File: src/rtl/ex_stage_pkg.sv
// Shared decode/execute encodings: result classes, operation subtypes,
// multiplier FSM states and a small operand-magnitude helper.
package ex_stage_pkg;

  // Result class (alusel)
  localparam logic [2:0] ALUSEL_NOP   = 3'b000;
  localparam logic [2:0] ALUSEL_LOGIC = 3'b001;
  localparam logic [2:0] ALUSEL_SHIFT = 3'b010;
  localparam logic [2:0] ALUSEL_MOVE  = 3'b011;

  // Operation subtype (aluop)
  localparam logic [7:0] ALUOP_AND   = 8'h24;
  localparam logic [7:0] ALUOP_OR    = 8'h25;
  localparam logic [7:0] ALUOP_XOR   = 8'h26;
  localparam logic [7:0] ALUOP_NOR   = 8'h27;
  localparam logic [7:0] ALUOP_SLL   = 8'h7C;
  localparam logic [7:0] ALUOP_SRL   = 8'h02;
  localparam logic [7:0] ALUOP_SRA   = 8'h03;
  localparam logic [7:0] ALUOP_MOVZ  = 8'h0A;
  localparam logic [7:0] ALUOP_MOVN  = 8'h0B;
  localparam logic [7:0] ALUOP_MFHI  = 8'h10;
  localparam logic [7:0] ALUOP_MTHI  = 8'h11;
  localparam logic [7:0] ALUOP_MFLO  = 8'h12;
  localparam logic [7:0] ALUOP_MTLO  = 8'h13;
  localparam logic [7:0] ALUOP_MULT  = 8'h18;
  localparam logic [7:0] ALUOP_MULTU = 8'h19;

  // Multiplier sequencing
  typedef enum logic [1:0] {
    MUL_IDLE = 2'b00,
    MUL_BUSY = 2'b01,
    MUL_DONE = 2'b10
  } mul_state_e;

  // Index of the final shift-add iteration (32 iterations: 0..31)
  localparam logic [4:0] MUL_LAST_ITER = 5'd31;

  // Magnitude of a 32-bit operand; only negative signed values are negated.
  // 0x80000000 maps to itself, which is the correct unsigned magnitude.
  function automatic logic [31:0] mag32(input logic [31:0] v, input logic is_signed);
    logic [31:0] m;
    if (is_signed && v[31]) begin
      m = (~v) + 32'd1;
    end else begin
      m = v;
    end
    return m;
  endfunction

endpackage

File: src/rtl/ex_stage_mul_iter.sv
// Iterative radix-2 shift-add multiplier. Operands are captured as
// magnitudes on the IDLE->BUSY edge, 32 iterations run in BUSY, and the
// sign-corrected 64-bit product is presented for one cycle in DONE.
module mul_iter
  import ex_stage_pkg::*;
(
  input  logic        clk,
  input  logic        rst,
  input  logic        flush,
  input  logic        start,
  input  logic        is_signed,
  input  logic [31:0] op_a,
  input  logic [31:0] op_b,
  output logic        idle,
  output logic        busy,
  output logic        done,
  output logic [63:0] product
);

  mul_state_e  state_r;
  mul_state_e  state_s;
  logic [4:0]  cnt_r;
  logic [63:0] mcand_r;
  logic [31:0] mplier_r;
  logic [63:0] partial_r;
  logic        neg_r;

  // Next-state selection; a flush from any state abandons the operation
  always_comb begin
    state_s = state_r;
    if (flush) begin
      state_s = MUL_IDLE;
    end else begin
      case (state_r)
        MUL_IDLE: begin
          if (start) begin
            state_s = MUL_BUSY;
          end else begin
            state_s = MUL_IDLE;
          end
        end
        MUL_BUSY: begin
          if (cnt_r == MUL_LAST_ITER) begin
            state_s = MUL_DONE;
          end else begin
            state_s = MUL_BUSY;
          end
        end
        MUL_DONE: state_s = MUL_IDLE;
        default:  state_s = MUL_IDLE;
      endcase
    end
  end

  // State register
  always_ff @(posedge clk) begin
    if (rst) begin
      state_r <= MUL_IDLE;
    end else begin
      state_r <= state_s;
    end
  end

  // Operand capture on start, then one shift-add step per BUSY cycle
  always_ff @(posedge clk) begin
    if (rst) begin
      cnt_r     <= 5'd0;
      mcand_r   <= 64'd0;
      mplier_r  <= 32'd0;
      partial_r <= 64'd0;
      neg_r     <= 1'b0;
    end else if ((state_r == MUL_IDLE) && start && !flush) begin
      cnt_r     <= 5'd0;
      mcand_r   <= {32'd0, mag32(op_a, is_signed)};
      mplier_r  <= mag32(op_b, is_signed);
      partial_r <= 64'd0;
      neg_r     <= is_signed & (op_a[31] ^ op_b[31]);
    end else if ((state_r == MUL_BUSY) && !flush) begin
      if (mplier_r[0]) begin
        partial_r <= partial_r + mcand_r;
      end
      mcand_r  <= {mcand_r[62:0], 1'b0};
      mplier_r <= {1'b0, mplier_r[31:1]};
      cnt_r    <= cnt_r + 5'd1;
    end
  end

  // Status flags and sign-corrected product
  always_comb begin
    idle    = (state_r == MUL_IDLE);
    busy    = (state_r == MUL_BUSY);
    done    = (state_r == MUL_DONE);
    product = partial_r;
    if (neg_r) begin
      product = (~partial_r) + 64'd1;
    end else begin
      product = partial_r;
    end
  end

endmodule

File: src/rtl/ex_stage.sv
// Execute stage: logic/shift/move result mux, HI/LO architectural registers,
// and the multi-cycle multiply with its pipeline stall request.
module ex_stage
  import ex_stage_pkg::*;
(
  input  logic        clk,
  input  logic        rst,
  input  logic [7:0]  aluop_i,
  input  logic [2:0]  alusel_i,
  input  logic [31:0] reg1_i,
  input  logic [31:0] reg2_i,
  input  logic [4:0]  wd_i,
  input  logic        wreg_i,
  input  logic        flush_i,
  output logic [4:0]  wd_o,
  output logic        wreg_o,
  output logic [31:0] wdata_o,
  output logic        stall_req_o,
  output logic [31:0] hi_o,
  output logic [31:0] lo_o
);

  logic [31:0] hi_r;
  logic [31:0] lo_r;
  logic        is_mul_s;
  logic        mul_signed_s;
  logic        mul_idle_s;
  logic        mul_busy_s;
  logic        mul_done_s;
  logic [63:0] mul_product_s;
  logic [31:0] logic_res_s;
  logic [31:0] shift_res_s;
  logic [31:0] move_res_s;
  logic [31:0] result_s;

  assign is_mul_s     = (aluop_i == ALUOP_MULT) || (aluop_i == ALUOP_MULTU);
  assign mul_signed_s = (aluop_i == ALUOP_MULT);

  mul_iter u_mul (
    .clk       (clk),
    .rst       (rst),
    .flush     (flush_i),
    .start     (is_mul_s),
    .is_signed (mul_signed_s),
    .op_a      (reg1_i),
    .op_b      (reg2_i),
    .idle      (mul_idle_s),
    .busy      (mul_busy_s),
    .done      (mul_done_s),
    .product   (mul_product_s)
  );

  // Hold the pipeline from multiply issue until the product is ready
  always_comb begin
    stall_req_o = 1'b0;
    if (rst) begin
      stall_req_o = 1'b0;
    end else if ((mul_idle_s && is_mul_s) || mul_busy_s) begin
      stall_req_o = 1'b1;
    end else begin
      stall_req_o = 1'b0;
    end
  end

  // HI/LO update; flush outranks every write source
  always_ff @(posedge clk) begin
    if (rst) begin
      hi_r <= 32'd0;
      lo_r <= 32'd0;
    end else if (flush_i) begin
      hi_r <= hi_r;
      lo_r <= lo_r;
    end else if (mul_done_s) begin
      hi_r <= mul_product_s[63:32];
      lo_r <= mul_product_s[31:0];
    end else if (!stall_req_o && (aluop_i == ALUOP_MTHI)) begin
      hi_r <= reg1_i;
    end else if (!stall_req_o && (aluop_i == ALUOP_MTLO)) begin
      lo_r <= reg1_i;
    end
  end

  assign hi_o = hi_r;
  assign lo_o = lo_r;

  // Bitwise logic results
  always_comb begin
    logic_res_s = 32'd0;
    case (aluop_i)
      ALUOP_OR:  logic_res_s = reg1_i | reg2_i;
      ALUOP_AND: logic_res_s = reg1_i & reg2_i;
      ALUOP_XOR: logic_res_s = reg1_i ^ reg2_i;
      ALUOP_NOR: logic_res_s = ~(reg1_i | reg2_i);
      default:   logic_res_s = 32'd0;
    endcase
  end

  // Shift results; the shift amount is the low five bits of operand 1
  always_comb begin
    shift_res_s = 32'd0;
    case (aluop_i)
      ALUOP_SLL: shift_res_s = reg2_i << reg1_i[4:0];
      ALUOP_SRL: shift_res_s = reg2_i >> reg1_i[4:0];
      ALUOP_SRA: shift_res_s = $unsigned($signed(reg2_i) >>> reg1_i[4:0]);
      default:   shift_res_s = 32'd0;
    endcase
  end

  // Move results, including reads of HI/LO
  always_comb begin
    move_res_s = 32'd0;
    case (aluop_i)
      ALUOP_MOVZ: move_res_s = reg1_i;
      ALUOP_MOVN: move_res_s = reg1_i;
      ALUOP_MFHI: move_res_s = hi_r;
      ALUOP_MFLO: move_res_s = lo_r;
      default:    move_res_s = 32'd0;
    endcase
  end

  // Select the result class
  always_comb begin
    result_s = 32'd0;
    case (alusel_i)
      ALUSEL_LOGIC: result_s = logic_res_s;
      ALUSEL_SHIFT: result_s = shift_res_s;
      ALUSEL_MOVE:  result_s = move_res_s;
      ALUSEL_NOP:   result_s = 32'd0;
      default:      result_s = 32'd0;
    endcase
  end

  // Writeback outputs pass through combinationally, forced quiet in reset
  always_comb begin
    wdata_o = 32'd0;
    wd_o    = 5'd0;
    wreg_o  = 1'b0;
    if (rst) begin
      wdata_o = 32'd0;
      wd_o    = 5'd0;
      wreg_o  = 1'b0;
    end else begin
      wdata_o = result_s;
      wd_o    = wd_i;
      wreg_o  = wreg_i;
    end
  end

endmodule

File: config.mk
export PLATFORM = sky130hd
export DESIGN_NAME = ex_stage
export DESIGN_NICKNAME = d
export VERILOG_FILES = /design/src/rtl/ex_stage_pkg.sv /design/src/rtl/ex_stage_mul_iter.sv /design/src/rtl/ex_stage.sv
export SDC_FILE = /design/constraint.sdc
export NUM_CORES = 1
export LEC_CHECK = 0
export ABC_CLOCK_PERIOD_IN_PS = 3900
export BUFFER_PORTS_ARGS = -buffer_cell sky130_fd_sc_hd__buf_2
export CORE_MARGIN = 4
export CORE_UTILIZATION = 30
export DETAILED_ROUTE_END_ITERATION = 12
export PLACE_DENSITY = 0.59
export SETUP_SLACK_MARGIN = 0.5
export SYNTH_ARGS = -nofsm -noshare
export SYNTH_HDL_FRONTEND = slang
export SYNTH_SLANG_ARGS = --single-unit
File: constraint.sdc
create_clock -name clk -period 3.9 [get_ports clk]
set_input_delay 0.78 -clock clk [delete_from_list [all_inputs] [get_ports clk]]
set_output_delay 0.78 -clock clk [all_outputs]
set_load 0.01 [all_outputs]
==> impl_metrics.ini <==
[status]
status = complete, but fails checks
violations = negative setup slack

[pwr]
p_total_mw = 6.83
vdd_ir_drop_max_uv = 291
power.density_nw_per_um2 = 236
p_leak_nw = 11.7

[clock_network]
clockBufferDepth = 3
clock_latency_ns = 0.62
clockRootBuffer = clkbuf_16
cts.sinks = 232
tritoncts = yes
numCtsBuffers = 30
clk_pin_slew_worst_paths_ns = 0.06
cts_max_level = 1

[critical_path]
r2r_end = hi_o[26]
reg2reg_slack_ns = -0.07
crit_path_start_kind = register
end_kind = register
crit_required_ns = 4.39
reg2reg_from = u_mul.partial_r[25]
crit_type = register to register
path_max_fanout = 8
crit_arrival_ns = 4.46
reg2reg_depth = 10

[yosys]
yosysWarnings = 0
synth-edff-count = 0
synth_commonest_cells = 364 x nor2_1, 345 x nand2_1, 323 x a21oi_1
synth.top_cell.area_share_pct = 21.8
synthTopCellsByArea = dfxtp_1 22%, ha_1 7.9%, a21oi_1 7.6%
synth_cell_types = 78
async_flop_share_pct = 0
synth.most_common_cell = nor2_1
synth_top_cell_by_area = dfxtp_1
synth_ff_type = dfxtp_1
syn-cell-area_um2 = 21300
syn_inst = 2935
syn_nets = 3154
ys_ff_latch = 232
syn_avg_cell_area_um2 = 7.26
synth_seq_area_share_pct = 21.8

[timing]
hold_slack_ns = 0.460
fmax_mhz = 252
slew_headroom_pct = 25.6
setup_tns_ns = -0.229
fin_ws_ns = -0.0741
rsz0062_at_grt = true
hold_violations = 0
slew_violations = 0
skew_ns = 0.0484
post-route-period-util_pct = 102
min_period_ns = 3.97
setup_viol = 6
worst_pin_slew_ns = 1.12

[floorplanning]
core-area_um2 = 70300
die_area_um2 = 75400
initial_core_util_pct = 30.3
dieWidth_um = 275
row_count = 97
die_h_um = 275
num_io_pins = 187

[min_path]
hp-class = register to register
hold_end = u_mul.cnt_r[4]
hold_depth = 2
min-delay-start = u_mul.cnt_r[4]

[grt]
antenna_found_initial = 7
grt_pass1_vias = 23404
grt_max_degree = 61
grt-ovfl-total = 0
track_usage_pct = 25.7
grt_pass1_wl_um = 149000

[run]
maxCapViolCount = 0

[final_layout]
final_cells = 4256
num-nets-final = 3512
fillers = 7178
layout-drive-gt1-share_pct = 28.4
syn_to_final_growth_pct = 35.7
layout.core_utilization_pct = 41.1

[drt]
routedWlPerCell_um = 24.1
drtPass1Iterations = 8
drtIter0Drc = 3356
vias_per_cell = 5.92
drc = 0
drt-total-wl_um = 102000
ant_nets = 0
dr_total_vias = 25184

[placement]
gp_congestion = 0.994
dp_hpwl_um = 78500
dpl.cell_count = 4129
port_buffers = 186
[worst max-delay path, cell delays in order, from the launching register on]
cell,delay [ns]
dfxtp_2,0.32
or4_4,0.52
or4_4,0.43
or3_4,0.35
or4b_4,0.52
or4_4,0.45
or4_4,0.58
nor4_1,0.34
a41oi_2,0.09
o311ai_2,0.13
o41ai_2,0.11
[registers in the layout, indices dropped and copies added, names as in the netlist]
name,cells
u_mul.mplier_r,32
u_mul.mcand_r,64
u_mul.state_r,2
hi_o,32
lo_o,32
u_mul.partial_r,64
u_mul.cnt_r,5
u_mul.neg_r,1
[report_power, final]
part | internal (mW) | leakage, nW | switching, mW
combinational | 0.604 | 9.30 | 0.874
sequential | 2.37 | 1.87 | 0.00302
clock | 1.78 | 0.513 | 1.19
[worst max-delay path by stage]
stage                                    from     endpoint
after floorplan           u_mul.partial_r[25]     hi_o[26]
after global placement              reg1_i[1]  wdata_o[26]
after detailed placement            reg1_i[1]  wdata_o[26]
after CTS                 u_mul.partial_r[25]     hi_o[27]
after global routing      u_mul.partial_r[25]     hi_o[26]
final                     u_mul.partial_r[25]     hi_o[26]
[stage by stage]
stage          setup WS [ns]  area, um^2
2_1_floorplan         -0.102       21400
5_1_grt               -0.148       28900
3_5_place_dp          -0.229       25100
4_1_cts              -0.0211       28400
6_report             -0.0741       28900
3_3_place_gp          -0.219       25100
[logic make-up (layout without fill, tap and decap cells)]
| group | count (synthesis) | after routing | share of synthesized area [%] |
|---|---|---|---|
| compound gates | 947 | 947 | 28.7 |
| other cells | 0 | 1 | 0 |
| fa+ha+maj | 135 | 135 | 7.96 |
| xor+xnor | 197 | 197 | 8.10 |
| mux | 126 | 126 | 7.26 |
| simple gates | 982 | 982 | 20.6 |
| flops | 232 | 232 | 21.8 |
| buf+inv | 316 | 696 | 5.64 |
[metal layers]
layer	GRT usage [%]	part of all wire, %	routed length, um
met1	35.0	42	42900
met2	39.1	42	43500
met3	6.48	11	11000
met4	9.79	4.9	4970
met5	0	0.049	50
[layout by cell type, fill, tap and decap left out, drive strengths merged, types with 25 or more instances in the layout]
master,synthesis,layout
nand2,345,345
clkbuf,204,45
o31ai,35,35
mux2i,96,96
nand3,38,38
dfxtp,232,232
xor2,60,60
ha,134,134
a21oi,323,323
buf,30,558
nor3,39,39
o21ai,219,219
nor2,364,364
o41ai,26,26
or3,25,25
nand4,38,38
xnor2,137,137
a222oi,89,89
inv,82,81
a211oi,55,55
a21o,38,38
[area by class of cell]
cell class                 count  area (um^2)  share of cell area, %
timing repair buffer         560         4540                   15.7
multi-input combinational   2387        17200                   59.4
clock buffer                  43          890                   3.08
antenna                        1         2.50                0.00865
sequential                   232         4650                   16.1
clock inverter                11          168                  0.580
inverter                      82          317                   1.09
tap                          940         1180                   4.07
[repair_timing]
action	CTS	global route
hold buffers	0	0
setup endpoints to repair	55	70
buffers inserted	54	8
gates cloned	10	0
pin swaps	159	81
hold endpoints to repair	0	0
resized for setup	397	96
(Power assumes the default switching activity.)
